File: config.mk
export PLATFORM = sky130hd
export DESIGN_NAME = mul_wb_stage_flat
export DESIGN_NICKNAME = d
export VERILOG_FILES = /design/src/rtl/mul_wb_stage_if.sv /design/src/rtl/mul_wb_stage.sv /design/src/flat_wrapper.sv
export SDC_FILE = /design/constraint.sdc
export NUM_CORES = 1
export LEC_CHECK = 0
export CAP_MARGIN = 40
export CORE_ASPECT_RATIO = 1.5
export CORE_MARGIN = 8
export CORE_UTILIZATION = 35
export DETAILED_ROUTE_END_ITERATION = 6
export GPL_ROUTABILITY_DRIVEN = 0
export PLACE_DENSITY_LB_ADDON = 0.15
export SLEW_MARGIN = 20
export SYNTH_ARGS = -nofsm -noshare
export SYNTH_HDL_FRONTEND = slang
export SYNTH_SLANG_ARGS = --single-unit
File: constraint.sdc
create_clock -name clk -period 3.15 [get_ports clk]
set_input_delay 0.63 -clock clk [delete_from_list [all_inputs] [get_ports clk]]
set_output_delay 0.63 -clock clk [all_outputs]
set_load 0.02 [all_outputs]
File: src/rtl/mul_wb_stage_if.sv
// mul_wb_stage_if -- bundles the two handshakes of the multiplier write-back
// stage: the upstream result port (in_*) and the register-file port (wb_*).
//
// Handshake: a transfer happens on a rising clk edge where valid=1 and
// ready=1. A producer holding valid=1 keeps its payload stable until the
// transfer. A consumer may raise or drop ready at any time. On the stage
// side, in_ready never depends combinationally on wb_ready.
//
// Modports:
//   slave  - the write-back stage (accepts in_*, produces wb_*)
//   master - the environment (drives in_* and wb_ready)
interface mul_wb_stage_if;
  logic       in_valid;
  logic       in_ready;
  logic [7:0] in_result;
  logic [3:0] in_status;
  logic [2:0] in_rd;
  logic       in_we;

  logic       wb_valid;
  logic       wb_ready;
  logic [7:0] wb_data;
  logic [2:0] wb_rd;
  logic       wb_we;

  modport slave (
    input  in_valid, in_result, in_status, in_rd, in_we, wb_ready,
    output in_ready, wb_valid, wb_data, wb_rd, wb_we
  );

  modport master (
    output in_valid, in_result, in_status, in_rd, in_we, wb_ready,
    input  in_ready, wb_valid, wb_data, wb_rd, wb_we
  );
endinterface

File: src/rtl/mul_wb_stage.sv
// mul_wb_stage -- FIFO buffer between the multiplier and the register file.
// Each entry holds {result, status, rd, we}. The oldest entry is presented on
// wb_*; on every pop its status is committed into the flags register.
//
// Ports:
//   clk, rst   - clock (rising edge), asynchronous active-high reset
//   bus        - mul_wb_stage_if.slave: in_* push port, wb_* pop port
//   flush      - drop all buffered entries (and any push/pop on that edge)
//   clr_flags  - synchronous clear of flags, wins over a concurrent pop
//   flags      - committed status register
//   count      - number of occupied entries
//
// Parameter DEPTH: entry count, power of two, at least 2.
// Macro STICKY_CARRY_EN: when defined, flags[3] (carry) is sticky -- set by
// any popped entry with carry and held until clr_flags or reset.
module mul_wb_stage #(
  parameter int DEPTH = 4
) (
  input  logic                     clk,
  input  logic                     rst,
  mul_wb_stage_if.slave            bus,
  input  logic                     flush,
  input  logic                     clr_flags,
  output logic [3:0]               flags,
  output logic [$clog2(DEPTH):0]   count
);

  localparam int AW = $clog2(DEPTH);
  localparam int CW = AW + 1;

  logic [15:0]   mem [DEPTH];
  logic [AW-1:0] wr_ptr;
  logic [AW-1:0] rd_ptr;
  logic [CW-1:0] count_q;
  logic [3:0]    flags_q;
  logic [3:0]    flags_nxt;
  // Held low through reset and set by the first edge after release, so that
  // in_ready stays 0 while rst is asserted.
  logic          rdy_q;

  logic          push;
  logic          pop;
  logic [15:0]   head;
  logic [3:0]    head_status;

  assign head        = mem[rd_ptr];
  assign head_status = head[7:4];

  assign bus.in_ready = rdy_q && (count_q < CW'(DEPTH));
  assign bus.wb_valid = (count_q != '0);

  // Head fields are gated by wb_valid so they read 0 while empty or in reset.
  assign bus.wb_data = bus.wb_valid ? head[15:8] : 8'h00;
  assign bus.wb_rd   = bus.wb_valid ? head[3:1]  : 3'h0;
  assign bus.wb_we   = bus.wb_valid ? head[0]    : 1'b0;

  assign push = bus.in_valid && bus.in_ready && !flush;
  assign pop  = bus.wb_valid && bus.wb_ready && !flush;

  assign flags = flags_q;
  assign count = count_q;

  // Entry storage needs no reset: it is only observed through wb_valid.
  always_ff @(posedge clk) begin
    if (push) begin
      mem[wr_ptr] <= {bus.in_result, bus.in_status, bus.in_rd, bus.in_we};
    end
  end

  always_ff @(posedge clk or posedge rst) begin
    if (rst) begin
      wr_ptr  <= '0;
      rd_ptr  <= '0;
      count_q <= '0;
      rdy_q   <= 1'b0;
    end else begin
      rdy_q <= 1'b1;
      if (flush) begin
        wr_ptr  <= '0;
        rd_ptr  <= '0;
        count_q <= '0;
      end else begin
        // Pointers wrap naturally because DEPTH is a power of two.
        if (push) wr_ptr <= wr_ptr + AW'(1);
        if (pop)  rd_ptr <= rd_ptr + AW'(1);
        case ({push, pop})
          2'b10:   count_q <= count_q + CW'(1);
          2'b01:   count_q <= count_q - CW'(1);
          default: count_q <= count_q;
        endcase
      end
    end
  end

  always_comb begin
    flags_nxt = flags_q;
    if (clr_flags) begin
      flags_nxt = 4'h0;
    end else if (pop) begin
`ifdef STICKY_CARRY_EN
      flags_nxt = {flags_q[3] | head_status[3], head_status[2:0]};
`else
      flags_nxt = head_status;
`endif
    end
  end

  always_ff @(posedge clk or posedge rst) begin
    if (rst) begin
      flags_q <= 4'h0;
    end else begin
      flags_q <= flags_nxt;
    end
  end

endmodule

File: src/flat_wrapper.sv
// flat-port wrapper written by rule: the top's interface ports become plain ports
module mul_wb_stage_flat 
#(
  parameter int DEPTH = 4
)
  (clk, rst, flush, clr_flags, flags, count, bus_in_valid, bus_in_result, bus_in_status, bus_in_rd, bus_in_we, bus_wb_ready, bus_in_ready, bus_wb_valid, bus_wb_data, bus_wb_rd, bus_wb_we);
  mul_wb_stage_if bus_i ();
  input  logic clk;
  input  logic rst;
  input  logic flush;
  input  logic clr_flags;
  output logic [3:0] flags;
  output logic [$clog2(DEPTH):0] count;
  input wire logic [$bits(bus_i.in_valid)-1:0] bus_in_valid;
  input wire logic [$bits(bus_i.in_result)-1:0] bus_in_result;
  input wire logic [$bits(bus_i.in_status)-1:0] bus_in_status;
  input wire logic [$bits(bus_i.in_rd)-1:0] bus_in_rd;
  input wire logic [$bits(bus_i.in_we)-1:0] bus_in_we;
  input wire logic [$bits(bus_i.wb_ready)-1:0] bus_wb_ready;
  output wire logic [$bits(bus_i.in_ready)-1:0] bus_in_ready;
  output wire logic [$bits(bus_i.wb_valid)-1:0] bus_wb_valid;
  output wire logic [$bits(bus_i.wb_data)-1:0] bus_wb_data;
  output wire logic [$bits(bus_i.wb_rd)-1:0] bus_wb_rd;
  output wire logic [$bits(bus_i.wb_we)-1:0] bus_wb_we;
  assign bus_i.in_valid = bus_in_valid;
  assign bus_i.in_result = bus_in_result;
  assign bus_i.in_status = bus_in_status;
  assign bus_i.in_rd = bus_in_rd;
  assign bus_i.in_we = bus_in_we;
  assign bus_i.wb_ready = bus_wb_ready;
  assign bus_in_ready = bus_i.in_ready;
  assign bus_wb_valid = bus_i.wb_valid;
  assign bus_wb_data = bus_i.wb_data;
  assign bus_wb_rd = bus_i.wb_rd;
  assign bus_wb_we = bus_i.wb_we;
  mul_wb_stage #(.DEPTH(DEPTH)) u_core (.clk(clk), .rst(rst), .bus(bus_i), .flush(flush), .clr_flags(clr_flags), .flags(flags), .count(count));
endmodule
==> metrics.md <==
| Metric | Value |
|---|---|
| Outcome | `finished, final reports clean` |
| Via-to-Cell Ratio | `4.78` |
| Ys Warns | `0` |
| Power, Total | `0.00235 W` |
| Leakage | `1.37 nW` |
| Worst-path cell chain | `or3_1 > and2_1 > clkdlybuf4s50_1` |
| Leading area contributor after synthesis | `edfxtp_1` |
| Die span in x | `92.9 um` |
| Largest net degree at the start of global routing | `18` |
| Fmax | `353 MHz` |
| Maximum Capacitance Violations | `0` |
| Worst vdd ir | `0.319 mV` |
| Setup bufs post-CTS | `0` |
| Standard-cell rows | `42` |
| H-tree level count | `3` |
| FF-to-FF End | `u_core.count[2]` |
| Most common cell after layout, fill and taps aside | `edfxtp_1` |
| P&R area growth vs syn | `27.1%` |
| Final setup fails | `0` |
| Distinct cells, synth | `29` |
| Worst Setup Start Kind | `register` |
| Area contributors post-synth | `edfxtp_1, dfrtp_1, mux4_1` |
| CTS root buffer | `clkbuf_16` |
| CTS sink count | `76` |
| FF+latch count, synth | `76` |
| Clock transition at the registers of the reported paths | `0.06 ns` |
| Post-Layout Inst Area | `3950 um2` |
| WHS Path Cells | `2` |
| Die ar. | `12200 um2` |
| Initial Utilization | `35.6%` |
| DRT Pass-1 Iters | `4` |
| DRC viols | `0` |
| Vias in the first global route | `1827` |
| Setup slack, reg-to-reg | `1.04 ns` |
| Yosys top cell area share | `61.9%` |
| Syn Area/Cell | `19.3 um2` |
| N_diodes | `0` |
| Final Max Tran Viols | `0` |
| WP data required | `2.52 ns` |
| Core box area | `8720 um2` |
| Setup tns final | `0 ns` |
| Worst-path maximum fanout | `14` |
| CTS Buf Count | `9` |
| Initial antenna violation count | `0` |
| Most frequent cells in the layout | `edfxtp_1, clkdlybuf4s50_1, and2_1` |
| CTS Hold Buffers Added | `0` |
| Register Area | `2220 um2` |
| CTS tree | `built` |
| Fin nets | `242` |
| Clk_lat worst skew | `0.33 ns` |
| Total number of vias | `1577` |
| Hold Path Class | `reg2reg` |
| CP max stage delay | `0.62 ns` |
| Post-DP Area | `3670 um2` |
| IO Pins | `43` |
| WL/cell | `18.3 um` |
| Layout cell share with drive strength beyond 1 | `14.5%` |
| Syn Inst Count | `161` |
| CTS resizes | `0` |
| Clock tree buffer depth | `2` |
| Syn_nets | `188` |
| Slowest cell on the critical path | `or3_1` |
| WP data arrival | `2.20 ns` |
| Fill cell count | `815` |
| Gr usage total | `10.8%` |
| Hold EP | `u_core.flags[0]` |
| Period utilization | `89.9%` |
| Setup crit end kind | `primary output` |
| GRT overflow | `0` |
| Area of the multi-input gates | `825 um2` |
| Minimum clock period | `2.83 ns` |
| Hold Startpoint | `u_core.flags[0]` |
| Largest delay share family, worst path | `simple AND/OR/NAND/NOR gates` |
| ANT nets after route | `0` |
| R2r worst-path depth | `7` |
| R2R Path Start | `u_core.count[0]` |
| Final hold violation count | `0` |
| Sequential-to-total area share from yosys stat | `71.5%` |
| Port-buffer cells | `42` |
| CP Buf/Inv Count | `1` |
| Die Span Y | `131 um` |
| HPWL Detailed | `4.10 mm` |
| First-pass GRT wire length | `9.78 mm` |
| CP Class | `reg2out` |
| Util after Layout | `45.3%` |
| Pwr dens | `594 nW/um2` |
| Drt first-iter violations | `97` |
| Post-synthesis cell area | `3110 um2` |
| Unrepaired setup endpoints after global routing | `no` |
| Routed wire length | `6.02 mm` |
| Clock skew | `0.00478 ns` |
==> cell usage after synthesis <==
library cell,n
xor2_1,5
o22ai_1,1
conb_1,1
o31ai_4,1
clkbuf_1,2
nand3_1,2
xnor2_1,1
mux4_2,8
dfrtp_1,12
nor2b_1,1
nor2_1,12
and3_1,1
buf_12,1
nand2_1,1
buf_2,2
o21ai_0,1
nand3b_2,1
mux2i_1,6
inv_1,3
nor2_2,1
a31oi_1,1
ha_1,4
fa_1,1
edfxtp_1,64
a22oi_1,1
or3_1,1
and2_1,17
mux4_1,8
buf_6,1
==> tightest hold or removal path, delay by kind of cell (launching register included) <==
kind             cells  cell delay [ns]
DFF                  1             0.34
muxes                1             0.07
and+or+nand+nor      1             0.07
==> how the worst max path moves through the flow <==
stage                         start         endpoint  slack [ns]  depth (start not counted)
finish              u_core.count[0]   bus_wb_data[5]        0.32                          3
CTS                 u_core.count[0]     bus_wb_rd[0]        0.28                          3
global route        u_core.count[0]   bus_wb_data[5]        0.19                          3
floorplan           u_core.count[0]   bus_wb_data[0]        1.06                          3
detailed placement     bus_wb_ready  u_core.count[1]        0.45                          7
global placement       bus_wb_ready  u_core.count[1]        0.56                          7
==> cells by family after synthesis <==
group                    after synthesis  synth area share (%)
multiplexers                          22                  14.5
XOR/XNOR                               6                  1.69
other                                  1                 0.121
AO/OA/AOI/OAI                          5                  1.49
flip-flops                            76                  71.5
adder cells (fa/ha/maj)                5                  2.26
AND/OR/NAND/NOR                       37                  6.48
buffers and inverters                  9                  1.93
==> metal layers <==
layer,track usage [%],vias to the layer above,wire [um]
met5,0,-,0
met3,2.74,10,265
met2,18.0,37,3170
met1,11.8,799,2430
met4,7.02,0,158
li1,-,731,-
==> registers in the layout, summed over array words and instances (netlist names) <==
name	cells
u_core.flags	4
u_core.rd_ptr	2
u_core.wr_ptr	2
u_core.rdy_q	1
u_core.mem	64
u_core.count	3
==> through the flow <==
step	setup slack, ns	hold WS (ns)	instances
2_1_floorplan	1.06	0.495	161
3_3_place_gp	0.562	0.505	314
3_5_place_dp	0.454	0.510	314
4_1_cts	0.279	0.524	330
5_1_grt	0.190	0.583	330
6_report	0.319	0.521	330
==> report_power, final <==
part | switching [W] | total [W] | internal, W
clock | 0.000366 | 0.000942 | 0.000576
sequential | 0.0000146 | 0.00113 | 0.00111
combinational | 0.000136 | 0.000277 | 0.000141
==> final cells by class <==
| class | instances | area share (%) |
|---|---|---|
| Timing Repair Buffer | 49 | 12.0 |
| Inverter | 3 | 0.285 |
| Sequential cell | 76 | 56.3 |
| Tap cell | 110 | 3.48 |
| Multi-Input combinational cell | 76 | 20.9 |
| Clock inverter | 3 | 0.538 |
| Clock buffer | 13 | 6.59 |
Note: power is estimated with default switching activity, not from simulation.
